## src/rtl/vga_timing_pkg.sv

```systemverilog
// Default VGA 640x480@60 timing constants shared by the sync generator and pixel renderers.
// Sync windows are precomputed so consumers never re-derive porch arithmetic.
package vga_timing_pkg;

    localparam int CNT_W = 10;
    typedef logic [CNT_W-1:0] coord_t;

    localparam int H_DISPLAY = 640;
    localparam int H_FRONT   = 16;
    localparam int H_SYNC    = 96;
    localparam int H_BACK    = 48;
    localparam int H_TOTAL   = H_DISPLAY + H_FRONT + H_SYNC + H_BACK;

    localparam int V_DISPLAY = 480;
    localparam int V_BOTTOM  = 10;
    localparam int V_SYNC    = 2;
    localparam int V_TOP     = 33;
    localparam int V_TOTAL   = V_DISPLAY + V_BOTTOM + V_SYNC + V_TOP;

    localparam int H_SYNC_START = H_DISPLAY + H_FRONT;
    localparam int H_SYNC_END   = H_SYNC_START + H_SYNC - 1;
    localparam int V_SYNC_START = V_DISPLAY + V_BOTTOM;
    localparam int V_SYNC_END   = V_SYNC_START + V_SYNC - 1;

    // Inclusive window test on a coordinate, bounds given as full-width constants.
    function automatic logic in_window(input coord_t pos, input coord_t lo, input coord_t hi);
        return (pos >= lo) && (pos <= hi);
    endfunction

endpackage

```

## src/rtl/mod_counter.sv

```systemverilog
// Purpose: modulo-(MAX+1) counter that advances on inc and flags the wrapping step.
// Latency: cnt updates one clock after inc; wrap is a same-cycle decode of cnt and inc.
// Backpressure: none, the counter is free-running whenever inc is high.
module mod_counter #(
    parameter int WIDTH = 10,
    parameter int MAX   = 799
) (
    input  logic             clk,
    input  logic             rst_n,
    input  logic             inc,
    output logic [WIDTH-1:0] cnt,
    output logic             wrap
);

    localparam logic [WIDTH-1:0] MAX_V = WIDTH'(MAX);

    assign wrap = inc && (cnt == MAX_V);

    always_ff @(posedge clk) begin
        if (!rst_n) begin
            cnt <= '0;
        end else if (inc) begin
            cnt <= wrap ? '0 : cnt + WIDTH'(1);
        end
    end

endmodule

```

## src/rtl/vga_hvsync_generator.sv

```systemverilog
// Purpose: free-running VGA raster timing (sync pulses, visible flag, pixel coordinates).
// Latency: sync/display_on are zero-latency decodes of the registered hpos/vpos.
// Backpressure: none, the raster never stalls.
module vga_hvsync_generator
    import vga_timing_pkg::*;
#(
    parameter int   H_DISPLAY = vga_timing_pkg::H_DISPLAY,
    parameter int   H_FRONT   = vga_timing_pkg::H_FRONT,
    parameter int   H_SYNC    = vga_timing_pkg::H_SYNC,
    parameter int   H_BACK    = vga_timing_pkg::H_BACK,
    parameter int   V_DISPLAY = vga_timing_pkg::V_DISPLAY,
    parameter int   V_BOTTOM  = vga_timing_pkg::V_BOTTOM,
    parameter int   V_SYNC    = vga_timing_pkg::V_SYNC,
    parameter int   V_TOP     = vga_timing_pkg::V_TOP,
    parameter logic HSYNC_POL = 1'b0,
    parameter logic VSYNC_POL = 1'b0
) (
    input  logic        clk,
    input  logic        rst_n,
    output logic        hsync,
    output logic        vsync,
    output logic        display_on,
    output logic [9:0]  hpos,
    output logic [9:0]  vpos
);

    localparam int H_TOT = H_DISPLAY + H_FRONT + H_SYNC + H_BACK;
    localparam int V_TOT = V_DISPLAY + V_BOTTOM + V_SYNC + V_TOP;

    localparam coord_t H_MAX    = coord_t'(H_TOT - 1);
    localparam coord_t V_MAX    = coord_t'(V_TOT - 1);
    localparam coord_t H_VIS    = coord_t'(H_DISPLAY);
    localparam coord_t V_VIS    = coord_t'(V_DISPLAY);
    localparam coord_t HS_START = coord_t'(H_DISPLAY + H_FRONT);
    localparam coord_t HS_END   = coord_t'(H_DISPLAY + H_FRONT + H_SYNC - 1);
    localparam coord_t VS_START = coord_t'(V_DISPLAY + V_BOTTOM);
    localparam coord_t VS_END   = coord_t'(V_DISPLAY + V_BOTTOM + V_SYNC - 1);

    logic h_wrap;
    logic v_wrap;

    mod_counter #(.WIDTH(CNT_W), .MAX(H_TOT - 1)) u_hcnt (
        .clk   (clk),
        .rst_n (rst_n),
        .inc   (1'b1),
        .cnt   (hpos),
        .wrap  (h_wrap)
    );

    // The line counter only steps on the last pixel of each line.
    mod_counter #(.WIDTH(CNT_W), .MAX(V_TOT - 1)) u_vcnt (
        .clk   (clk),
        .rst_n (rst_n),
        .inc   (h_wrap),
        .cnt   (vpos),
        .wrap  (v_wrap)
    );

    assign hsync      = in_window(hpos, HS_START, HS_END) ? HSYNC_POL : !HSYNC_POL;
    assign vsync      = in_window(vpos, VS_START, VS_END) ? VSYNC_POL : !VSYNC_POL;
    assign display_on = (hpos < H_VIS) && (vpos < V_VIS);

    // A frame wrap can only happen at the last pixel of the last line.
    a_frame_wrap: assert property (@(posedge clk) disable iff (!rst_n)
        v_wrap |-> (hpos == H_MAX) && (vpos == V_MAX));

endmodule

```

## config.mk

```make
export PLATFORM = sky130hd
export DESIGN_NAME = vga_hvsync_generator
export DESIGN_NICKNAME = d
export VERILOG_FILES = /design/src/rtl/vga_timing_pkg.sv /design/src/rtl/mod_counter.sv /design/src/rtl/vga_hvsync_generator.sv
export SDC_FILE = /design/constraint.sdc
export NUM_CORES = 1
export LEC_CHECK = 0
export BUFFER_PORTS_ARGS = -buffer_cell sky130_fd_sc_hd__buf_4
export CORE_MARGIN = 5
export CORE_UTILIZATION = 45
export CTS_CLUSTER_DIAMETER = 40
export DETAILED_ROUTE_END_ITERATION = 7
export HOLD_SLACK_MARGIN = 0.05
export PLACE_DENSITY_LB_ADDON = 0.08
export SLEW_MARGIN = 5
export SYNTH_ARGS = -nofsm -noshare
export SYNTH_HDL_FRONTEND = slang
export SYNTH_HIERARCHICAL = 1
export SYNTH_SLANG_ARGS = --single-unit
```

## constraint.sdc

```tcl
create_clock -name clk -period 3.39 [get_ports clk]
set_input_delay 0.678 -clock clk [delete_from_list [all_inputs] [get_ports clk]]
set_output_delay 0.678 -clock clk [all_outputs]
set_load 0.1 [all_outputs]
```

# [Word-level counts from Yosys, hierarchy flattened]
# Index checks and enable logic that the tools add are counted.
[totals] register_bits=20 in_bits=2
[op_classes] n_addsub=2 n_lt_le_gt_ge=6 eq_ne=2 n_mux=3 n_bitwise=1 reduce_logical=5
[op_table] op="$add 10x1->10 const B" count=2
[op_table] op="$eq 10x10->1 const B" count=2
[op_table] op="$ge 10x10->1 const B" count=1
[op_table] op="$ge 10x9->1 const B" count=1
[op_table] op="$le 10x10->1 const B" count=1
[op_table] op="$le 10x9->1 const B" count=1
[op_table] op="$lt 10x10->1 const B" count=1
[op_table] op="$lt 10x9->1 const B" count=1
[op_table] op="$mux 10" count=1
[op_table] op="$logic_and 1x1->1" count=4
[op_table] op="$mux 1" count=2
[op_table] op="$reduce_or 2->1" count=1
[op_table] op="$not 1->1" count=1

# [Logic depth before layout (Yosys ltp)]
[depth] word_depth=3 ltp_mapped=8 ltp_nobuf=7

# [Cells and area by module]
# The synthesis kept the hierarchy.
[modules_own_cells] module="mod_counter at u_vcnt" instances=1 cells_each=56 area_per_inst_um2=513.0
[modules_own_cells] module="mod_counter at u_hcnt" instances=1 cells_each=56 area_per_inst_um2=509.2
[modules_own_cells] module="vga_hvsync_generator" instances=1 cells_each=10 area_per_inst_um2=66.3

# [Worst setup path after synthesis]
# No wires, ideal clock.
[synth_timing] kind="reg-to-output" from="register u_vcnt.cnt[5]" to="output port display_on" arrival_time_ns=3.157 path_slack_ns=-0.445 path_stages_with_launch=3 n_path_buf=0 path_cell_list="dfxtp_1 -> and4_1 -> nor3_1"
[synth_between] elab_chain_len=2
[synth_lines] element="start, declared" line_no="mod_counter.sv:11" source="output logic [WIDTH-1:0] cnt,"
[synth_lines] element="start signal, assigned" line_no="mod_counter.sv:23" source="cnt <= wrap ? '0 : cnt + WIDTH'(1);"
[synth_lines] element="$lt 10x9->1" line_no="vga_hvsync_generator.sv:61" source="assign display_on = (hpos < H_VIS) && (vpos < V_VIS);"
[synth_lines] element="$logic_and 1x1->1" line_no="vga_hvsync_generator.sv:61"
[synth_lines] element="end, declared" line_no="vga_hvsync_generator.sv:22" source="output logic display_on,"
# Every way passes these cells.

# [Worst setup path in the final report]
[layout_timing] from="register u_hcnt.cnt[0]" to="register u_vcnt.cnt[5]"
[layout_between] elab_chain_len=3
[layout_lines] element="start, declared" line_no="mod_counter.sv:11"
[layout_lines] element="start signal, assigned" line_no="mod_counter.sv:23"
[layout_lines] element="$eq 10x10->1 *" line_no="mod_counter.sv:17" source="assign wrap = inc && (cnt == MAX_V);"
[layout_lines] element="via h_wrap" line_no="vga_hvsync_generator.sv:39" source="logic h_wrap;"
[layout_lines] element="$logic_and 1x1->1" line_no="mod_counter.sv:17"
[layout_lines] element="$mux 10" line_no="mod_counter.sv:23"
# The timed path passes the listed nets; every way through them passes the cells marked *.
# A chain may end at the register's enable or synchronous reset.

==> impl_metrics.env <==
export IMPL_drt_initial_drc_count=19
export IMPL_fin_skew_ns=0.00429
export IMPL_tightest_slew_ns=0.808
export IMPL_grt_use_met3_pct=2.61
export IMPL_min_from="u_hcnt/cnt[6]$_SDFFE_PN0P_"
export IMPL_core_um2=2250
export IMPL_cts_path_max_buffers=2
export IMPL_vias_per_cell=5.42
export IMPL_cts_sinks=20
export IMPL_gr_max_usage_layer="met2"
export IMPL_grtUsageMet1_pct=20.4
export IMPL_gr_total_overflow=0
export IMPL_cts_buffers=3
export IMPL_h_tree_depth=1
export IMPL_worst_ep_required_time_ns=3.58
export IMPL_dpl_hpwl_mm=1.75
export IMPL_slew_viol_final=0
export IMPL_fmax_ghz=0.412
export IMPL_arrival_ns=2.62
export IMPL_status="complete, no violations"
export IMPL_grt_max_degree=12
export IMPL_intPower_uw=286
export IMPL_drive_above_1_share_pct=26.7
export IMPL_ff2ff_setup_slack_ns=0.96
export IMPL_ios=25
export IMPL_ant_nets=0
export IMPL_cap_violations=0
export IMPL_switching_share_pct=25.2
export IMPL_setup_viol=0
export IMPL_syn_nets=126
export IMPL_crit_type="register to register"
export IMPL_p_per_area_nw_per_um2=290
export IMPL_grt_pass1_vias=854
export IMPL_fin_setup_tns_ns=0
export IMPL_vias=943
export IMPL_path_max_fanout=9
export IMPL_min_period_ns=2.43
export IMPL_syn_to_final_growth_pct=21.2
export IMPL_syn_inst=121
export IMPL_final_nets=153
export IMPL_grt_pass1_wl_mm=3.86
export IMPL_r2r_start="u_hcnt/cnt[0]$_SDFFE_PN0P_"
export IMPL_grt_usage_pct=13.9
export IMPL_holdBufCountCts=0
export IMPL_use_met2_pct=21.1
export IMPL_portBuffers=24
export IMPL_period_share_pct=71.6
export IMPL_cts_resized=0
export IMPL_combPwrFrac_pct=8.2
export IMPL_power_frac_seq_pct=62.8
export IMPL_antenna_found_initial=0
export IMPL_pwr_share_clk_pct=29.0
export IMPL_wl_per_cell_um=13.3
export IMPL_place_congestion=0.793
export IMPL_clk_pin_slew_ns=0.11
export IMPL_place_area_um2=1290
export IMPL_hold_depth=2
export IMPL_drt_pass1_iterations=4
export IMPL_start_util_pct=48.1
export IMPL_start_kind="register"
export IMPL_switching_power_uw=96.4
export IMPL_hold_viol=0
export IMPL_hold_path_end="u_hcnt/cnt[6]$_SDFFE_PN0P_"
export IMPL_num_rows=17
export IMPL_postCtsSetupBuffers=0
export IMPL_fin_area_um2=1320
export IMPL_die_x_um=59.1
export IMPL_diodes=0
export IMPL_slew_limit_headroom_pct=45.7
export IMPL_worst_hold_path_type="register to register"
export IMPL_routed_wl_mm=2.31
export IMPL_clk_latency_ns=0.29
export IMPL_die_area_um2=3490
export IMPL_r2r_end="u_vcnt/cnt[5]$_SDFFE_PN0P_"
export IMPL_utilization_pct=58.3
export IMPL_die_h_um=59.1
export IMPL_syn_area_per_cell_um2=8.97
export IMPL_syn_cell_area_um2=1080
export IMPL_vdd_drop_max_uv=183
export IMPL_rsz0062_at_grt="no"
export IMPL_root_buffer="clkbuf_4"
export IMPL_drc_errors=0
export IMPL_worst_setup_path_end_kind="register"
export IMPL_yosysWarningCount=6
export IMPL_cts_tree="done"
export IMPL_worstRegToRegCells=7
export IMPL_leakagePower_uw=0.000504
per-stage QoR:
step	hold WS, ns	total power, uW	instances	setup slack, ns
after floorplan	0.800	269	121	0.409
after global placement	0.556	276	171	1.11
after detailed placement	0.547	276	171	1.02
after CTS	0.562	388	174	0.993
after global routing	0.631	402	174	0.758
final	0.560	382	174	0.962
sequential cells by signal, indices dropped and copies added (netlist names):
name        flops
u_vcnt/cnt     10
u_hcnt/cnt     10
critical path: stages, from the launching register on:
cell     delay, ns
dfxtp_1       0.42
ha_1          0.25
nand3_2       0.16
nor3_1        0.71
and3_2        0.37
nand4_1       0.12
xnor2_1       0.14
and2_1        0.16
routing by layer:
layer	routed length (um)	up-vias	share of wire, %
met1	1170	434	51
met3	97	0	4.2
met4	0	0	0
met5	0	-	0
li1	-	490	-
met2	1040	19	45
layout by cell type (no fill, tap or decap), types with 5 or more instances in the layout:
cell type,count
nand3_1,7
nand4_1,10
o21ai_0,5
nor2_1,10
xor2_1,7
dfxtp_1,20
buf_4,24
or3_1,5
nand2_1,5
nor3_1,5
power groups by stage:
| stage | clock network (uW) | registers (uW) | logic (uW) |
|---|---|---|---|
| floorplan | 0 | 260 | 8.75 |
| global placement | 0 | 245 | 30.8 |
| detailed placement | 0 | 245 | 30.9 |
| CTS | 117 | 240 | 30.9 |
| global route | 129 | 241 | 32.6 |
| finish | 111 | 240 | 31.2 |
area by class of cell:
class                           instances  area, um^2
Fill cell                             219         940
Inverter                                4        15.0
Clock buffer                            3        22.5
Sequential cell                        20         400
Timing Repair Buffer                   24         180
Multi-Input combinational cell         95         662
Tap cell                               28        35.0
how the worst max path moves through the flow:
stage	from	endpoint
after floorplan	u_vcnt/cnt[5]$_SDFFE_PN0P_	display_on
after global placement	u_hcnt/cnt[1]$_SDFFE_PN0P_	u_vcnt/cnt[5]$_SDFFE_PN0P_
after detailed placement	u_hcnt/cnt[0]$_SDFFE_PN0P_	u_vcnt/cnt[5]$_SDFFE_PN0P_
after CTS	u_hcnt/cnt[0]$_SDFFE_PN0P_	u_vcnt/cnt[5]$_SDFFE_PN0P_
after global routing	u_hcnt/cnt[0]$_SDFFE_PN0P_	u_vcnt/cnt[5]$_SDFFE_PN0P_
final	u_hcnt/cnt[0]$_SDFFE_PN0P_	u_vcnt/cnt[5]$_SDFFE_PN0P_
(Power assumes the default switching activity.)
